## src/rtl/op_in_arb.sv

```systemverilog
// rtl/op_in_arb.sv - round-robin arbiter feeding the logic-op input port (data1/data2/data_en)
// Optional grant counters are built when OP_IN_ARB_STAT_EN is defined.
module op_in_arb #(
    parameter int NUM_REQ = 4,
    parameter int DW      = 4,
    parameter int GAP     = 0,
    parameter int CNT_W   = 16,
    localparam int IW     = (NUM_REQ > 1) ? $clog2(NUM_REQ) : 1
) (
    input  logic                     clk_i,
    input  logic                     rst_i,
    input  logic [NUM_REQ-1:0]       req_valid_i,
    input  logic [NUM_REQ*DW-1:0]    req_data1_i,
    input  logic [NUM_REQ*DW-1:0]    req_data2_i,
    output logic [NUM_REQ-1:0]       req_ready_o,
    input  logic                     hold_i,
`ifdef OP_IN_ARB_STAT_EN
    input  logic                     stat_clr_i,
    output logic [NUM_REQ*CNT_W-1:0] stat_cnt_o,
`endif
    output logic [DW-1:0]            data1_o,
    output logic [DW-1:0]            data2_o,
    output logic                     data_en_o,
    output logic [IW-1:0]            grant_id_o
);

    localparam int GW = (GAP > 1) ? $clog2(GAP) : 1;
    localparam logic [GW-1:0] GAP_INIT = GW'((GAP > 0) ? GAP - 1 : 0);

    typedef enum logic {S_ARB, S_GAP} state_t;

    state_t         state_q;
    logic [GW-1:0]  gap_cnt_q;
    logic [IW-1:0]  rr_ptr_q;
    logic [DW-1:0]  data1_q;
    logic [DW-1:0]  data2_q;
    logic           data_en_q;
    logic [IW-1:0]  grant_id_q;

    logic           win_found;
    logic [IW-1:0]  win_idx;
    logic [IW-1:0]  scan_idx;
    logic           grant_ok;
    logic [DW-1:0]  win_data1;
    logic [DW-1:0]  win_data2;

    // Scan starts one past the last winner so the previous winner has lowest priority.
    always_comb begin
        win_found = 1'b0;
        win_idx   = '0;
        scan_idx  = '0;
        for (int k = 1; k <= NUM_REQ; k++) begin
            scan_idx = IW'((int'(rr_ptr_q) + k) % NUM_REQ);
            if (!win_found && req_valid_i[scan_idx]) begin
                win_found = 1'b1;
                win_idx   = scan_idx;
            end
        end
    end

    always_comb begin
        win_data1 = '0;
        win_data2 = '0;
        for (int i = 0; i < NUM_REQ; i++) begin
            if (win_idx == IW'(i)) begin
                win_data1 = req_data1_i[i*DW +: DW];
                win_data2 = req_data2_i[i*DW +: DW];
            end
        end
    end

    assign grant_ok = (state_q == S_ARB) && !hold_i && !rst_i && win_found;

    always_comb begin
        req_ready_o = '0;
        if (grant_ok) begin
            req_ready_o[win_idx] = 1'b1;
        end
    end

    always_ff @(posedge clk_i) begin
        if (rst_i) begin
            state_q    <= S_ARB;
            gap_cnt_q  <= '0;
            rr_ptr_q   <= IW'(NUM_REQ - 1);
            data1_q    <= '0;
            data2_q    <= '0;
            data_en_q  <= 1'b0;
            grant_id_q <= '0;
        end else begin
            data_en_q <= 1'b0;
            case (state_q)
                S_ARB: begin
                    if (grant_ok) begin
                        data_en_q  <= 1'b1;
                        data1_q    <= win_data1;
                        data2_q    <= win_data2;
                        grant_id_q <= win_idx;
                        rr_ptr_q   <= win_idx;
                        if (GAP > 0) begin
                            state_q   <= S_GAP;
                            gap_cnt_q <= GAP_INIT;
                        end
                    end
                end
                S_GAP: begin
                    // Pacing runs regardless of hold so the gap never stretches.
                    if (gap_cnt_q == '0) begin
                        state_q <= S_ARB;
                    end else begin
                        gap_cnt_q <= gap_cnt_q - 1'b1;
                    end
                end
                default: state_q <= S_ARB;
            endcase
        end
    end

    assign data1_o    = data1_q;
    assign data2_o    = data2_q;
    assign data_en_o  = data_en_q;
    assign grant_id_o = grant_id_q;

`ifdef OP_IN_ARB_STAT_EN
    logic [CNT_W-1:0] cnt_q [NUM_REQ];

    // Clear has priority over a same-cycle grant; counters stick at all-ones.
    always_ff @(posedge clk_i) begin
        for (int i = 0; i < NUM_REQ; i++) begin
            if (rst_i || stat_clr_i) begin
                cnt_q[i] <= '0;
            end else if (req_ready_o[i] && req_valid_i[i] && (cnt_q[i] != '1)) begin
                cnt_q[i] <= cnt_q[i] + 1'b1;
            end
        end
    end

    for (genvar g = 0; g < NUM_REQ; g++) begin : g_stat
        assign stat_cnt_o[g*CNT_W +: CNT_W] = cnt_q[g];
    end
`endif

endmodule

```

## config.mk

```make
export PLATFORM = sky130hd
export DESIGN_NAME = op_in_arb
export DESIGN_NICKNAME = d
export VERILOG_FILES = /design/src/rtl/op_in_arb.sv
export SDC_FILE = /design/constraint.sdc
export NUM_CORES = 1
export LEC_CHECK = 0
export CORE_ASPECT_RATIO = 0.6
export CORE_MARGIN = 2
export CORE_UTILIZATION = 39
export CTS_BUF_LIST = sky130_fd_sc_hd__clkbuf_4 sky130_fd_sc_hd__clkbuf_8 sky130_fd_sc_hd__clkbuf_16
export DETAILED_ROUTE_END_ITERATION = 16
export HOLD_SLACK_MARGIN = 0.05
export PLACE_DENSITY = 0.84
export SYNTH_ARGS = -nofsm -noshare
export SYNTH_HDL_FRONTEND = slang
export SYNTH_SLANG_ARGS = --single-unit
```

## constraint.sdc

```tcl
create_clock -name clk_i -period 3.5 [get_ports clk_i]
set_clock_uncertainty 0.05 [all_clocks]
set_input_delay 0.875 -clock clk_i [delete_from_list [all_inputs] [get_ports clk_i]]
set_output_delay 0.875 -clock clk_i [all_outputs]
set_load 0.05 [all_outputs]
```

* Word-level counts from Yosys, hierarchy flattened
Index checks and enable logic that the tools add are counted.
** Operators by class
- Muxes and demuxes :: 30
- Magnitude comparators :: 6
- Add/subtract/negate cells :: 5
- Eq/ne operators :: 3
- Reduce and logical (&&, ||, !) cells :: 16
- Bitwise operators :: 1
** Operator list (count)
- $mux W4 :: 9
- $lt A2 B3 Y1 const B :: 5
- $mux W1 :: 12
- $bmux W1 S2 :: 4
- $mux W2 :: 4
- $logic_and A1 B1 Y1 :: 7
- $logic_not A1 Y1 :: 5
- $add A2 B1 Y2 const B :: 2
- $add A2 B2 Y2 const B :: 2
- $eq A2 B2 Y1 const B :: 2
- $reduce_or A2 Y1 :: 2
- $demux W1 S2 :: 1
- $eq A2 B1 Y1 const B :: 1
- $ge A2 B1 Y1 const B :: 1
- $logic_not A2 Y1 :: 1
- $reduce_and A2 Y1 :: 1
- $not A1 Y1 :: 1
- $sub A1 B1 Y1 const B :: 1
** Storage, ports and cells
- Logic and storage cells :: 68
- Bits in registers :: 15
- Output and inout port bits :: 15

* Depth between registers and ports, before layout
Gate-level depths: netlist of the first run.
- Word-level depth :: 18
- Mapped depth :: 6
- Mapped depth without buffers :: 5

* Worst setup path after synthesis of the first run
No wires, ideal clock.
- Path kind :: input to output
- Start :: input port req_valid_i[2]
- End :: output port req_ready_o[1]
- Data arrival time :: 2.980 ns
- Cell stages on the path :: 5
- Slack :: -0.405 ns
- Buffers on the path :: 1
- Cell sequence :: nand2b_1 a21oi_1 a211oi_2 buf_2 nor4_1
** Between the ends
- Cells in the longest elaborated chain, start to end :: 17
** RTL lines
- start: declaration :: line 12 : input logic [NUM_REQ-1:0] req_valid_i,
- $bmux W1 S2 :: line 54 : if (!win_found && req_valid_i[scan_idx]) begin
- $mux W1 (implied by the code) :: line 54
- $mux W1 :: line 54
- $logic_not A1 Y1 :: line 54
- $logic_and A1 B1 Y1 :: line 54
- $mux W1 :: line 54
- $logic_not A1 Y1 :: line 54
- $logic_and A1 B1 Y1 :: line 54
- $mux W1 :: line 54
- $logic_not A1 Y1 :: line 54
- $logic_and A1 B1 Y1 :: line 54
- $mux W2 :: line 54
- $lt A2 B3 Y1 (implied by the code) or $ge A2 B1 Y1 (tied branches) :: line 77 : req_ready_o[win_idx] = 1'b1;
- $logic_and A1 B1 Y1 (implied by the code) :: line 77
- $mux W1 (implied by the code) :: line 77
- $demux W1 S2 :: line 77
- $mux W4 * :: line 76 : if (grant_ok) begin
- end: declaration :: line 15 : output logic [NUM_REQ-1:0] req_ready_o,
Every way passes the cells marked *; elsewhere a longest branch is shown, timed or not. The select of a mux whose other input is x is not followed.

* Final worst setup path of the first run
- Start :: input port req_valid_i[3]
- End :: output port req_ready_o[2]
The elaborated chain is that of the path after synthesis.

==> impl_metrics.tcl, run 1 <==
set metrics [dict create \
    crit_path_max_fanout 5 \
    avgSynthCellArea_um2 9.676 \
    grt_max_degree 14 \
    crit_path_end_kind "output port" \
    start_kind "primary input" \
    clock-root-buffer "clkbuf_8" \
    hold_violations 0 \
    cts.sinks 13 \
    ys_async_sr_fraction 0 \
    ir_drop_mv 0.1725 \
    die_h_um 40.60 \
    grtUsageTotal 0.1853 \
    seqPwrFrac 0.298 \
    synth_area_um2 870.8 \
    place_congestion 0.8402 \
    cts_resized 0 \
    internal_power_w 0.0003960 \
    antenna_found_initial 0 \
    area_growth_pct 78.45 \
    rsz0062_at_grt "false" \
    slew-limit-headroom 0.6537 \
    post-cts-setup-buffers 0 \
    p_leak_nw 0.6270 \
    ctsHoldBuffers 0 \
    die_area_um2 2639 \
    hpwl_um 2019 \
    finalCritPeriodShare 0.9652 \
    max_freq_mhz 296.0 \
    h-tree-depth 1 \
    swShare 0.3337 \
    final_util 0.7293 \
    netlist_instances 90 \
    fin_setup_tns_ns 0 \
    first_iter_violations 49 \
    powerDensity_nw_per_um2 382.5 \
    ys_warn_count 0 \
    synth_top_area_share 0.2989 \
    dp_cells 175 \
    dr.pass1.iters 4 \
    fin_cells 179 \
    overflow 0 \
    grt_pass1_wl_um 3560 \
    post-route-min-period_ns 3.378 \
    antenna_cells 0 \
    pwr-share-comb 0.469 \
    holdWs_ns 0.4169 \
    worst_slew_pin_slew_ns 0.5179 \
    yosysMostFrequentCell "mux2i_1" \
    coreArea_um2 2131 \
    rows 13 \
    start_util 0.4087 \
    clock_power_share 0.232 \
    wl_um 2443 \
    required_ns 2.57 \
    drc 0 \
    wl_per_cell_um 13.65 \
    path_class "primary input to output port" \
    vias 906 \
    worstSkewPairLatency_ns 0.24 \
    cts_tree "built" \
    cts_made_buffers 3 \
    path_clk_slew_ns 0.05 \
    grt_pass1_vias 829 \
    drv_cap 0 \
    cp.arrival_ns 2.45 \
    finalMaxSlewViolations 0 \
    io_pins 54 \
    min_path_type "flip-flop to flip-flop" \
    cts_buffer_depth 2 \
    synth_enable_flop_cells 0 \
    vias_per_cell 5.061 \
    ys_top_cells_by_count "mux2i_1 (16), dfxtp_1 (13), nand3b_1 (9)" \
    die_w_um 65.01 \
    synth_ff_type "dfxtp_1" \
    netSwitchingPower_w 0.0001983 \
    io_buffers 53 \
    final_nets 189 \
    post_route_cells_drive_above_1_share 0.2215 \
    synthesis.nets 129 \
    ys_types 27 \
    seq_area_frac_synth 0.2989 \
    synthTopCellsByArea "dfxtp_1 (30%), mux2i_1 (18%), mux2_4 (10%)" \
    synth_seq_cells 13 \
    outcome "completed" \
    drtAntennaViolNets 0 \
    setup_viol 0 \
    synth_top_cell_by_area "dfxtp_1" \
]
## sequential cells by signal, indices dropped and copies added (netlist names)
name,flops
rr_ptr_q,2
grant_id_o,2
data1_o,4
data2_o,4
data_en_o,1
## worst max-delay path, stage by stage
cell and delay [ns]:
clkdlybuf4s50_1 0.47, nand2b_1 0.17, o21ai_1 0.12, a211oi_2 0.38, and3_1 0.28, buf_12 0.15
## cells in the final DEF (no fill, tap or decap), types with 2 or more instances in the layout
| cell type | n |
|---|---|
| nand3b_1 | 9 |
| a21oi_1 | 3 |
| clkdlybuf4s50_1 | 49 |
| dfxtp_1 | 13 |
| o21ai_1 | 5 |
| nand2_1 | 2 |
| mux2i_1 | 16 |
| o21ai_2 | 6 |
| clkbuf_8 | 3 |
| nor2_1 | 6 |
| buf_4 | 9 |
| mux2_4 | 6 |
| buf_12 | 3 |
| mux2_2 | 2 |
| nand2b_1 | 3 |
| inv_1 | 2 |
## final timing paths
path,from,endpoint,slack (ns),cells after the start
worst max register to register,rr_ptr_q[0],data2_o[3],1.58,6
worst min-delay path,grant_id_o[1],grant_id_o[1],0.42,2
worst max-delay path,req_valid_i[3],req_ready_o[2],0.12,6
worst min register to register,grant_id_o[1],grant_id_o[1],0.42,2
## stage by stage
step           instance area (um2)  worst slack (ns)  total power (W)
2_1_floorplan                877.1            0.1703        0.0003490
6_report                      1554            0.1218        0.0005943
5_1_grt                       1554           0.03513        0.0006206
4_1_cts                       1554            0.1402        0.0005966
3_3_place_gp                  1505            0.1978        0.0004513
3_5_place_dp                  1505            0.1449        0.0004587
## logic make-up after synthesis
family                 Yosys count  synth area share
buffers and inverters            8           0.04885
multiplexers                    24            0.3132
flip-flops                      13            0.2989
AO/OA/AOI/OAI                   20            0.1695
AND/OR/NAND/NOR                 25            0.1695
## power by group through the flow
stage	clock network (W)	registers, W	logic [W]
finish	0.000138	0.000177	0.000279
global route	0.000147	0.000178	0.000295
CTS	0.000140	0.000177	0.000280
detailed placement	0	0.000180	0.000279
global placement	0	0.000179	0.000272
floorplan	0	0.000226	0.000123
## routing by layer
layer,track usage,share of wire,vias up
met4,0.04255,0,0
met1,0.1944,0.41,415
met5,0,0,-
met2,0.3582,0.49,47
met3,0.08146,0.10,0
li1,-,-,444
## final cells by class
cell class / count / area (um2)
Multi-Input combinational cell: 69 / 581.8
Inverter: 2 / 7.507
Tap cell: 30 / 37.54
Clock buffer: 4 / 48.80
Timing Repair Buffer: 61 / 618.1
Sequential cell: 13 / 260.3
Fill cell: 176 / 576.8
No activity file was read; power rests on OpenSTA's default activity.
==> run 2: changes to the inputs <==
Settings changed: PLACE_DENSITY 0.84 to 0.81, SLEW_MARGIN set to 20.
==> impl_metrics.tcl, run 2 (same netlist as run 1, synthesis figures left out) <==
set metrics [dict create \
    outcome "completed" \
    worstSkewPairLatency_ns 0.24 \
    first_iter_violations 82 \
    ctsHoldBuffers 0 \
    cts_resized 0 \
    start_util 0.4087 \
    path_cells "clkdlybuf4s50_1, o21a_1, a211oi_4, nand2_1, nor2_1, buf_12" \
    rows 13 \
    place_congestion 0.8034 \
    slew-limit-headroom 0.6597 \
    post-cts-setup-buffers 0 \
    crit_family "buffers and inverters" \
    cp_slowest_cell "clkdlybuf4s50_1" \
    required_ns 2.57 \
    max_stage_delay_ns 0.47 \
    p_leak_nw 0.6222 \
    die_w_um 65.01 \
    post-route-min-period_ns 3.383 \
    grt_pass1_wl_um 3456 \
    vias 893 \
    cp.arrival_ns 2.46 \
    worst_slew_pin_slew_ns 0.5088 \
    pre_cts_slack_ns 0.1385 \
    finalCritPeriodShare 0.9666 \
    max_freq_mhz 295.6 \
    crit_path_end_kind "output port" \
    min_path_type "flip-flop to flip-flop" \
    setup_viol 0 \
    worst_slack_ns 0.1171 \
    drtAntennaViolNets 0 \
    antenna_found_initial 0 \
    cts_buffer_depth 2 \
    crit_path_max_fanout 6 \
    drc 0 \
    die_h_um 40.60 \
    grtUsageTotal 0.1853 \
    path_class "primary input to output port" \
    ir_drop_mv 0.1739 \
    vias_per_cell 5.017 \
    rsz0062_at_grt "false" \
    antenna_cells 0 \
    cts.sinks 13 \
    hpwl_um 1876 \
    overflow 0 \
    hold_violations 0 \
    clock-root-buffer "clkbuf_8" \
    final_cell_mix "clkdlybuf4s50_1 (49), mux2i_1 (16), dfxtp_1 (13)" \
    cts_tree "built" \
    layout_commonest_cell "clkdlybuf4s50_1" \
    grt_max_degree 14 \
    wl_per_cell_um 12.65 \
    die_area_um2 2639 \
    drv_cap 0 \
    wl_um 2251 \
    fin_setup_tns_ns 0 \
    coreArea_um2 2131 \
    io_buffers 53 \
    post_route_cells_drive_above_1_share 0.2162 \
    h-tree-depth 1 \
    start_kind "primary input" \
    nFillCells 163 \
    io_pins 54 \
    grt_pass1_vias 776 \
    path_clk_slew_ns 0.05 \
    dr.pass1.iters 4 \
    area_growth_pct 77.59 \
    finalMaxSlewViolations 0 \
    powerDensity_nw_per_um2 381.9 \
    final_nets 188 \
    worst-path-buf-inv 2 \
    cts_made_buffers 3 \
]
-- run 2: cell types whose count changed in the layout (fill, tap and decap cells not counted), sizes merged --
cell,delta
buf,-1
-- run 2: through the flow --
step                      hold slack (ns)  power [W]    util  cell area, um2  std cells
after global placement             0.4010  0.0004488  0.7029            1498        174
final                              0.4150  0.0005907  0.7258            1546        178
after global routing               0.4498  0.0006213  0.7258            1546        178
after floorplan                    0.4672  0.0003490       -           877.1         90
after CTS                          0.4188  0.0005974  0.7258            1546        178
after detailed placement           0.4112  0.0004544  0.7029            1498        174
-- run 2: final cells by class --
type                    instances  area (um2)  share of cell area
repair buffers                 60       610.6              0.3948
well taps                      30       37.54             0.02427
clock buffers                   4       48.80             0.03155
flip-flops and latches         13       260.3              0.1683
inverters                       2       7.507            0.004854
multi-input cells              69       581.8              0.3762
-- run 2: power by group --
group	switching, W	internal, W
Sequential	0.0000112	0.000165
Combinational	0.000134	0.000141
Clock	0.0000519	0.0000881
-- run 2: path summary, 6_finish.rpt --
path	start	endpoint	slack, ns	depth (start not counted)
worst max-delay path	req_valid_i[0]	req_ready_o[3]	0.12	6
worst min-delay path	grant_id_o[1]	grant_id_o[1]	0.41	2
worst max register to register	rr_ptr_q[0]	data2_o[3]	1.53	6
worst min register to register	grant_id_o[1]	grant_id_o[1]	0.41	2
-- run 2: tightest hold or removal path: stages (launching register included) --
cell and delay [ns]:
dfxtp_1 0.30, nand2_1 0.06, a21oi_1 0.06
-- run 2: routing by layer --
metal	track usage	part of all wire	wire length, um
met1	0.2125	0.43	959
met2	0.3299	0.49	1104
met5	0	0	0
met3	0.06742	0.084	188
met4	0.06915	0	0
==> run 3: changes to the inputs <==
Settings changed: CTS_CLUSTER_DIAMETER set to 60.
==> results of run 3 <==
Final layout, timing and power as in run 2 (identical DEF).
